### src/rtl/gpio_input_debounce_pkg.sv
// rtl/gpio_input_debounce_pkg.sv - shared GPIO input constants and debounce types
package gpio_input_debounce_pkg;

  localparam int GPIO_IN_WIDTH           = 21;
  localparam int DEBOUNCE_CYCLES_DEFAULT = 1_000_000;

  typedef enum logic {
    ST_IDLE     = 1'b0,
    ST_COUNTING = 1'b1
  } deb_state_e;

  // Counter must hold values up to DEBOUNCE_CYCLES-1 without ever wrapping.
  function automatic int cnt_width(input int cycles);
    return (cycles < 2) ? 1 : $clog2(cycles + 1);
  endfunction

endpackage

### src/rtl/gpio_input_debounce_bit.sv
// rtl/gpio_input_debounce_bit.sv - one-line synchronizer, debounce counter and edge pulses
module debounce_bit
  import gpio_input_debounce_pkg::*;
#(
  parameter int SYNC_STAGES     = 2,
  parameter int DEBOUNCE_CYCLES = DEBOUNCE_CYCLES_DEFAULT
) (
  input  logic i_clk,
  input  logic i_reset,
  input  logic i_raw,
  output logic o_data,
  output logic o_rise,
  output logic o_fall
);

  localparam int CW = cnt_width(DEBOUNCE_CYCLES);
  localparam logic [CW-1:0] LAST = CW'(DEBOUNCE_CYCLES - 1);

  logic [SYNC_STAGES-1:0] sync_q;
  logic                   sync;
  logic [CW-1:0]          cnt;
  logic                   stable;
  deb_state_e             state;

  always_ff @(posedge i_clk) begin
    if (i_reset) sync_q <= '0;
    else         sync_q <= {sync_q[SYNC_STAGES-2:0], i_raw};
  end

  assign sync = sync_q[SYNC_STAGES-1];

  // A change is accepted on the DEBOUNCE_CYCLES-th consecutive mismatching cycle.
  always_ff @(posedge i_clk) begin
    if (i_reset) begin
      state  <= ST_IDLE;
      cnt    <= '0;
      stable <= 1'b0;
      o_rise <= 1'b0;
      o_fall <= 1'b0;
    end else begin
      o_rise <= 1'b0;
      o_fall <= 1'b0;
      case (state)
        ST_IDLE: begin
          if (sync != stable) begin
            if (LAST == '0) begin
              stable <= sync;
              o_rise <= sync;
              o_fall <= ~sync;
            end else begin
              cnt   <= CW'(1);
              state <= ST_COUNTING;
            end
          end
        end
        ST_COUNTING: begin
          if (sync == stable) begin
            cnt   <= '0;
            state <= ST_IDLE;
          end else if (cnt == LAST) begin
            stable <= sync;
            o_rise <= sync;
            o_fall <= ~sync;
            cnt    <= '0;
            state  <= ST_IDLE;
          end else begin
            cnt <= cnt + CW'(1);
          end
        end
        default: begin
          cnt   <= '0;
          state <= ST_IDLE;
        end
      endcase
    end
  end

  assign o_data = stable;

endmodule

### src/rtl/gpio_input_debounce.sv
// rtl/gpio_input_debounce.sv - per-line debounce array for switch and button inputs
module gpio_input_debounce
  import gpio_input_debounce_pkg::*;
#(
  parameter int WIDTH           = GPIO_IN_WIDTH,
  parameter int SYNC_STAGES     = 2,
  parameter int DEBOUNCE_CYCLES = DEBOUNCE_CYCLES_DEFAULT
) (
  input  logic             i_clk,
  input  logic             i_reset,
  input  logic [WIDTH-1:0] i_raw,
  output logic [WIDTH-1:0] o_data,
  output logic [WIDTH-1:0] o_rise,
  output logic [WIDTH-1:0] o_fall,
  output logic             o_changed
);

  for (genvar i = 0; i < WIDTH; i++) begin : g_bit
    debounce_bit #(
      .SYNC_STAGES    (SYNC_STAGES),
      .DEBOUNCE_CYCLES(DEBOUNCE_CYCLES)
    ) u_bit (
      .i_clk  (i_clk),
      .i_reset(i_reset),
      .i_raw  (i_raw[i]),
      .o_data (o_data[i]),
      .o_rise (o_rise[i]),
      .o_fall (o_fall[i])
    );
  end

  assign o_changed = |(o_rise | o_fall);

endmodule

### config.mk
export PLATFORM = sky130hd
export DESIGN_NAME = gpio_input_debounce
export DESIGN_NICKNAME = d
export VERILOG_FILES = /design/src/rtl/gpio_input_debounce_pkg.sv /design/src/rtl/gpio_input_debounce_bit.sv /design/src/rtl/gpio_input_debounce.sv
export SDC_FILE = /design/constraint.sdc
export NUM_CORES = 1
export LEC_CHECK = 0
export BUFFER_PORTS_ARGS = -buffer_cell sky130_fd_sc_hd__clkbuf_2
export CORE_UTILIZATION = 50
export DETAILED_ROUTE_END_ITERATION = 16
export PLACE_DENSITY_LB_ADDON = 0.25
export SYNTH_ARGS = -nofsm -noshare
export SYNTH_HDL_FRONTEND = slang
export SYNTH_SLANG_ARGS = --single-unit
### constraint.sdc
create_clock -name i_clk -period 1.9 [get_ports i_clk]
set_clock_uncertainty 0.05 [all_clocks]
set_input_delay 0.285 -clock i_clk [delete_from_list [all_inputs] [get_ports i_clk]]
set_output_delay 0.285 -clock i_clk [all_outputs]
set_load 0.05 [all_outputs]
==> impl_metrics.env, run 1 <==
export IMPL_status="finished, violations left"
export IMPL_violations="setup timing"
export IMPL_post_route_period_util_pct=134
export IMPL_clock_sinks=546
export IMPL_maxSlewHeadroom_pct=34.5
export IMPL_wirelength_um=74100
export IMPL_fin_nets=3718
export IMPL_numCtsBuffers=58
export IMPL_area_growth_pct=33.3
export IMPL_ys_flop_type="dfxtp_1"
export IMPL_clockBufferDepth=3
export IMPL_htree_levels=2
export IMPL_p_leak_nw=13.4
export IMPL_ant_nets=0
export IMPL_yosysWarnings=0
export IMPL_hold_depth=3
export IMPL_fin_ws_ns=-0.648
export IMPL_die_w_um=233
export IMPL_synth_most_common_cell="dfxtp_1"
export IMPL_cts_tree="built"
export IMPL_setup_violations=96
export IMPL_syn_nets=3202
export IMPL_fin_crit_ns=2.55
export IMPL_synth_top_cells_by_area="dfxtp_1, nand2_1, a31oi_1"
export IMPL_drcViolationCount=0
export IMPL_yosysTopAreaCell="dfxtp_1"
export IMPL_grt_total_usage_pct=25.2
export IMPL_core_um2=52600
export IMPL_p_clk_share_pct=48.5
export IMPL_io_pins=87
export IMPL_switching_power_mw=5.38
export IMPL_gp_congestion=0.913
export IMPL_path_class="flip-flop to output port"
export IMPL_final_seq_area_um2=11000
export IMPL_drive_gt1_share_pct=29.0
export IMPL_first_global_vias=24600
export IMPL_p_per_area_nw_per_um2=684
export IMPL_initial_core_util_pct=50.6
export IMPL_required_ns=1.56
export IMPL_dp_cells=4214
export IMPL_r2r_slack_ns=-0.14
export IMPL_hold_viol_final=0
export IMPL_stdcell_count=4409
export IMPL_synth_common_cells="dfxtp_1, nand2_1, a21oi_1"
export IMPL_n_fill_cell=4049
export IMPL_synth_top_area_share_pct=41.1
export IMPL_p_seq_share_pct=47.8
export IMPL_worstReg2RegEnd="g_bit[8].u_bit.cnt[13]"
export IMPL_die_area_um2=54100
export IMPL_worst_path_max_fanout=2
export IMPL_cp_startpoint="g_bit[5].u_bit.o_fall"
export IMPL_max_vdd_ir_drop_v=0.000707
export IMPL_synthArstFlopShare_pct=0
export IMPL_finalPower_mw=24.2
export IMPL_r2r_start="g_bit[8].u_bit.cnt[10]"
export IMPL_rsz0062_at_grt="yes"
export IMPL_routedWlPerCell_um=16.8
export IMPL_ys_ff_latch=546
export IMPL_holdCritPathClass="primary input to flip-flop"
export IMPL_clock_fmax_ghz=0.392
export IMPL_grt_max_degree=53
export IMPL_crit_path_end="o_changed"
export IMPL_seq_area_frac_synth_pct=41.1
export IMPL_max_cap_violations=0
export IMPL_clk_latency_ns=0.63
export IMPL_combinationalPowerShare_pct=3.7
export IMPL_p_int_mw=18.8
export IMPL_synthesis_area_um2=26600
export IMPL_tightest_slew_ns=0.975
export IMPL_drtIter0Drc=1814
export IMPL_ff2ff_path_depth=8
export IMPL_swShare_pct=22.2
export IMPL_route_vias_total=26500
export IMPL_portBuffers=86
export IMPL_antenna_cells=0
export IMPL_fp_row_count=84
export IMPL_first_pass_iters=7
export IMPL_start_kind="flip-flop"
export IMPL_antenna_found_initial=0
export IMPL_vias_per_cell=6.02
export IMPL_path_clk_slew_ns=0.06
export IMPL_dp_slack_ns=-0.505
export IMPL_yosysUniqueCellTypes=80
export IMPL_grt_pass1_wl_um=116000
export IMPL_multi_input_area_um2=16400
export IMPL_dp_hpwl_um=48400
export IMPL_timing_critical_path_to_type="output port"
export IMPL_synthCells=3158
export IMPL_fin_setup_tns_ns=-5.65
export IMPL_slew_viol_final=0
export IMPL_synth_edf_count=0
export IMPL_die_height_um=233
export IMPL_root_buffer="clkbuf_16"
export IMPL_grt_overflow=0
export IMPL_cp_arrival_ns=2.21
export IMPL_syn_avg_cell_area_um2=8.41
export IMPL_final_util_pct=67.4
-- critical path, cell delays in order (launching register included) --
cell and delay, ns:
dfxtp_2 0.34, nor4_4 0.31, nand4_1 0.23, nor2_1 0.20, nand4_1 0.26, buf_8 0.24
-- through the flow --
step | area (um2) | hold WS, ns
floorplan | 26800 | 0.363
global placement | 30600 | 0.369
detailed placement | 30600 | 0.378
CTS | 33700 | 0.0641
global route | 35400 | 0.105
finish | 35400 | 0.0872
-- layout by cell type (no fill, tap or decap), drive strengths merged, types with 7 or more instances in the layout --
master | Yosys | routed
xor2 | 57 | 57
nand3 | 198 | 198
o31ai | 8 | 8
nor2 | 201 | 201
a31oi | 198 | 198
or4 | 10 | 10
nor4 | 67 | 67
and2 | 22 | 22
nor4b | 49 | 49
a22o | 74 | 74
dfxtp | 546 | 546
a311oi | 7 | 7
a41oi | 28 | 28
a21o | 36 | 36
or4b | 9 | 9
a22oi | 21 | 21
buf | 129 | 513
o21ai | 153 | 153
a211oi | 19 | 27
clkbuf | 48 | 177
clkinv | 0 | 12
nand2 | 337 | 337
ha | 21 | 21
nand4 | 127 | 127
a21oi | 228 | 231
nand2b | 49 | 49
or3 | 18 | 18
nor3 | 84 | 84
inv | 62 | 63
nand4b | 12 | 12
and4 | 29 | 29
dlygate4sd3 | 0 | 21
nor2b | 56 | 56
and3 | 70 | 70
o211ai | 11 | 11
xnor2 | 48 | 48
mux2i | 39 | 39
nand3b | 16 | 16
-- state kept, by name (all words and copies together) (netlist names) --
register	flops
g_bit.u_bit.sync_q	42
g_bit.u_bit.o_fall	21
g_bit.u_bit.state	21
g_bit.u_bit.o_data	21
g_bit.u_bit.cnt	420
g_bit.u_bit.o_rise	21
-- cell type report --
type | instances | area share [%]
sequential | 546 | 31.0
clock buffer | 89 | 5.02
clock inverter | 18 | 0.639
inverter | 62 | 0.664
multi-input combinational | 2384 | 46.3
timing repair buffer | 622 | 13.9
tap | 688 | 2.43
-- worst min path at each step --
stage	slack (ns)	end	from
floorplan	0.36	g_bit[0].u_bit.sync_q[0]	i_raw[0]
global placement	0.37	g_bit[17].u_bit.sync_q[1]	g_bit[17].u_bit.sync_q[0]
detailed placement	0.38	g_bit[13].u_bit.sync_q[1]	g_bit[13].u_bit.sync_q[0]
CTS	0.06	g_bit[19].u_bit.o_data	i_reset
global route	0.10	g_bit[19].u_bit.o_data	i_reset
finish	0.09	g_bit[19].u_bit.o_data	i_reset
-- kinds of logic after synthesis --
| family | Yosys count | share of synthesized area [%] |
|---|---|---|
| flip-flops | 546 | 41.1 |
| XOR/XNOR | 105 | 3.46 |
| buffers and inverters | 239 | 4.78 |
| AND/OR/NAND/NOR | 1388 | 28.4 |
| multiplexers | 39 | 1.47 |
| adder cells (fa/ha/maj) | 21 | 0.989 |
| AO/OA/AOI/OAI | 820 | 19.7 |
-- repair_timing --
| item | CTS | global route |
|---|---|---|
| hold buffers | 21 | 0 |
| pin swaps | 63 | 138 |
| gates cloned | 13 | 12 |
| endpoints found under the setup margin | 151 | 309 |
| resized for setup | 124 | 326 |
| hold endpoints to repair | 21 | 0 |
| buffers inserted | 15 | 33 |
-- layer usage --
metal	share of wire, %	vias up	track usage, %
li1	-	12900	-
met1	43	12700	32.6
met2	49	804	43.2
met3	5.3	160	3.05
met4	2.6	0	8.37
met5	0	-	0
-- power groups by stage --
stage | clock (mW) | sequential [mW] | combinational [mW]
global route | 12.4 | 11.6 | 0.967
global placement | 0 | 11.8 | 0.764
finish | 11.7 | 11.6 | 0.897
detailed placement | 0 | 11.8 | 0.788
floorplan | 0 | 11.8 | 0.434
CTS | 11.9 | 11.6 | 0.844
Power figures use the tool's default switching activity.
==> run 2, diff against run 1 <==
- ABC_AREA: default -> 1
==> impl_metrics.env, run 2 <==
export IMPL_max_cap_violations=0
export IMPL_maxUsedRoutingLayer="met4"
export IMPL_die_area_um2=61200
export IMPL_worst_path_largest_cell_delay_ns=0.39
export IMPL_gp_congestion=0.924
export IMPL_synthesis_area_um2=30100
export IMPL_wirelength_um=68700
export IMPL_initial_core_util_pct=50.8
export IMPL_r2r_start="g_bit[15].u_bit.cnt[0]"
export IMPL_fp_row_count=89
export IMPL_placed_area_um2=31100
export IMPL_clock_sinks=546
export IMPL_synth_edf_count=0
export IMPL_yosysUniqueCellTypes=45
export IMPL_ys_ff_latch=546
export IMPL_vias_per_cell=5.00
export IMPL_worstReg2RegEnd="g_bit[15].u_bit.cnt[7]"
export IMPL_final_common_cell="nand2_1"
export IMPL_p_leak_nw=12.8
export IMPL_ant_nets=0
export IMPL_holdCritPathClass="flip-flop to flip-flop"
export IMPL_synthArstFlopShare_pct=0
export IMPL_violations="setup timing"
export IMPL_grt_overflow=0
export IMPL_setup_violations=1
export IMPL_routedWlPerCell_um=12.3
export IMPL_antenna_cells=0
export IMPL_grt_max_degree=116
export IMPL_synth_most_common_cell="nand2_1"
export IMPL_hold_viol_final=0
export IMPL_dp_cells=5457
export IMPL_crit_family="simple AND/OR/NAND/NOR gates"
export IMPL_htree_levels=2
export IMPL_clock_fmax_ghz=0.426
export IMPL_top_register="g_bit.u_bit.cnt"
export IMPL_path_clk_slew_ns=0.06
export IMPL_fin_crit_ns=2.35
export IMPL_die_w_um=247
export IMPL_slowest_stage="nor4_4"
export IMPL_root_buffer="clkbuf_16"
export IMPL_n_fill_cell=5794
export IMPL_crit_buf_inv=1
export IMPL_maxSlewHeadroom_pct=59.9
export IMPL_antenna_found_initial=0
export IMPL_portBuffers=86
export IMPL_ff2ff_path_depth=10
export IMPL_top_regs="g_bit.u_bit.cnt x420, g_bit.u_bit.sync_q x42"
export IMPL_fin_nets=4821
export IMPL_tightest_slew_ns=0.602
export IMPL_status="finished, violations left"
export IMPL_clockBufferDepth=3
export IMPL_dp_hpwl_um=48300
export IMPL_yosysTopAreaCell="dfxtp_1"
export IMPL_rsz0062_at_grt="yes"
export IMPL_cp_num_cells=5
export IMPL_syn_avg_cell_area_um2=6.42
export IMPL_io_pins=87
export IMPL_final_util_pct=56.8
export IMPL_path_class="flip-flop to output port"
export IMPL_fin_setup_tns_ns=-0.449
export IMPL_p_per_area_nw_per_um2=729
export IMPL_synth_top_area_share_pct=36.3
export IMPL_worst_path_max_fanout=2
export IMPL_first_global_vias=25400
export IMPL_stdcell_count=5598
export IMPL_yosysWarnings=0
export IMPL_wl_met3_um=3240
export IMPL_cts_tree="built"
export IMPL_grt_total_usage_pct=22.3
export IMPL_die_height_um=247
export IMPL_path_cells="nor4_4 > nand4_1 > nor2_1 > nand2_1 > buf_8"
export IMPL_design_area_um2=33600
export IMPL_fin_ws_ns=-0.449
export IMPL_max_vdd_ir_drop_v=0.000731
export IMPL_numCtsBuffers=61
export IMPL_largest_reg_flops=420
export IMPL_timing_critical_path_to_type="output port"
export IMPL_final_cell_mix="nand2_1, nor2_1, dfxtp_1"
export IMPL_synthCells=4694
export IMPL_drtIter0Drc=1468
export IMPL_synth_top_cells_by_area="dfxtp_1, nand2_1, nor2_1"
export IMPL_slew_viol_final=0
export IMPL_cp_startpoint="g_bit[8].u_bit.o_fall"
export IMPL_start_kind="flip-flop"
export IMPL_grt_pass1_wl_um=117000
export IMPL_r2r_slack_ns=0.13
export IMPL_wl_met1_um=32700
export IMPL_ys_flop_type="dfxtp_1"
export IMPL_multi_input_area_um2=16200
export IMPL_area_growth_pct=11.7
export IMPL_wl_met2_um=31400
export IMPL_crit_path_end="o_changed"
export IMPL_final_seq_area_um2=10900
export IMPL_seq_area_frac_synth_pct=36.3
export IMPL_drcViolationCount=0
export IMPL_cp_arrival_ns=2.01
export IMPL_clk_latency_ns=0.62
export IMPL_synth_common_cells="nand2_1, nor2_1, dfxtp_1"
export IMPL_syn_nets=4738
export IMPL_route_vias_total=28000
export IMPL_required_ns=1.56
export IMPL_first_pass_iters=7
export IMPL_core_um2=59200
export IMPL_drive_gt1_share_pct=10.5
export IMPL_post_route_period_util_pct=124
## run 2: cell types whose count changed after synthesis, moves of 56 or more
| cell | change |
|---|---|
| nand2_1 | +1127 |
| inv_1 | +449 |
| nor2_1 | +408 |
| a31oi_1 | -197 |
| a21oi_1 | +118 |
| a22o_1 | -74 |
| and3_1 | -66 |
| nand3_1 | +56 |
| nor2b_1 | -56 |
## run 2: worst register-to-register path: cells and delay by family, from the launching register on
family	cells	cell delay [ns]
adders and majority gates	1	0.19
AOI/OAI and AO/OA	1	0.06
and+or+nand+nor	6	0.69
buffers and inverters	2	0.30
DFF	1	0.35
## run 2: kinds of logic after synthesis
family	Yosys count	share of synthesized area [%]
and+or+nand+nor	2711	38.2
buffers and inverters	725	10.6
AOI/OAI and AO/OA	552	9.93
DFF	546	36.3
xor gates and xnor gates	139	4.17
adders and majority gates	21	0.872
## run 2: worst min-delay path by stage
stage	from	end	slack [ns]	cells after the start
floorplan	g_bit[0].u_bit.sync_q[0]	g_bit[0].u_bit.sync_q[1]	0.34	2
global placement	g_bit[2].u_bit.sync_q[0]	g_bit[2].u_bit.sync_q[1]	0.34	2
detailed placement	g_bit[14].u_bit.sync_q[0]	g_bit[14].u_bit.sync_q[1]	0.35	2
CTS	i_raw[3]	g_bit[3].u_bit.sync_q[0]	0.31	4
global route	i_raw[3]	g_bit[3].u_bit.sync_q[0]	0.35	4
finish	g_bit[11].u_bit.sync_q[0]	g_bit[11].u_bit.sync_q[1]	0.35	2
## run 2: layout make-up
type / instances / share of cell area, %
clock buffers: 84 / 5.21
clock inverters: 27 / 0.974
inverters: 547 / 6.16
multi-input cells: 3423 / 48.1
flip-flops and latches: 546 / 32.5
well taps: 773 / 2.87
repair buffers: 197 / 4.17
repair inverters: 1 / 0.0223
## run 2: timing repair
item,in CTS,in global routing
cloned,0,1
hold endpoints to repair,33,0
setup endpoints to repair,1,58
hold buffers,23,0
pin swaps,4,9
buffers inserted,1,5
resized for setup,10,42
## run 2: where the power goes
group / internal, mW / switching [mW]
Combinational: 0.234 / 0.536
Clock: 7.36 / 4.80
Sequential: 11.5 / 0.0581
Total: 19.1 / 5.40
## run 2: stage by stage
stage / setup slack (ns) / hold WS [ns] / total power, mW
2_1_floorplan: 0.297 / 0.338 / 12.3
3_3_place_gp: -0.118 / 0.340 / 12.6
3_5_place_dp: -0.175 / 0.346 / 12.6
4_1_cts: -0.523 / 0.309 / 24.9
5_1_grt: -0.504 / 0.355 / 25.4
6_report: -0.449 / 0.350 / 24.5
## run 2: layer usage
metal	vias to the layer above	GRT usage (%)
li1	15000	-
met1	12500	29.2
met2	413	38.0
met3	98	3.37
met4	0	6.23
met5	-	0
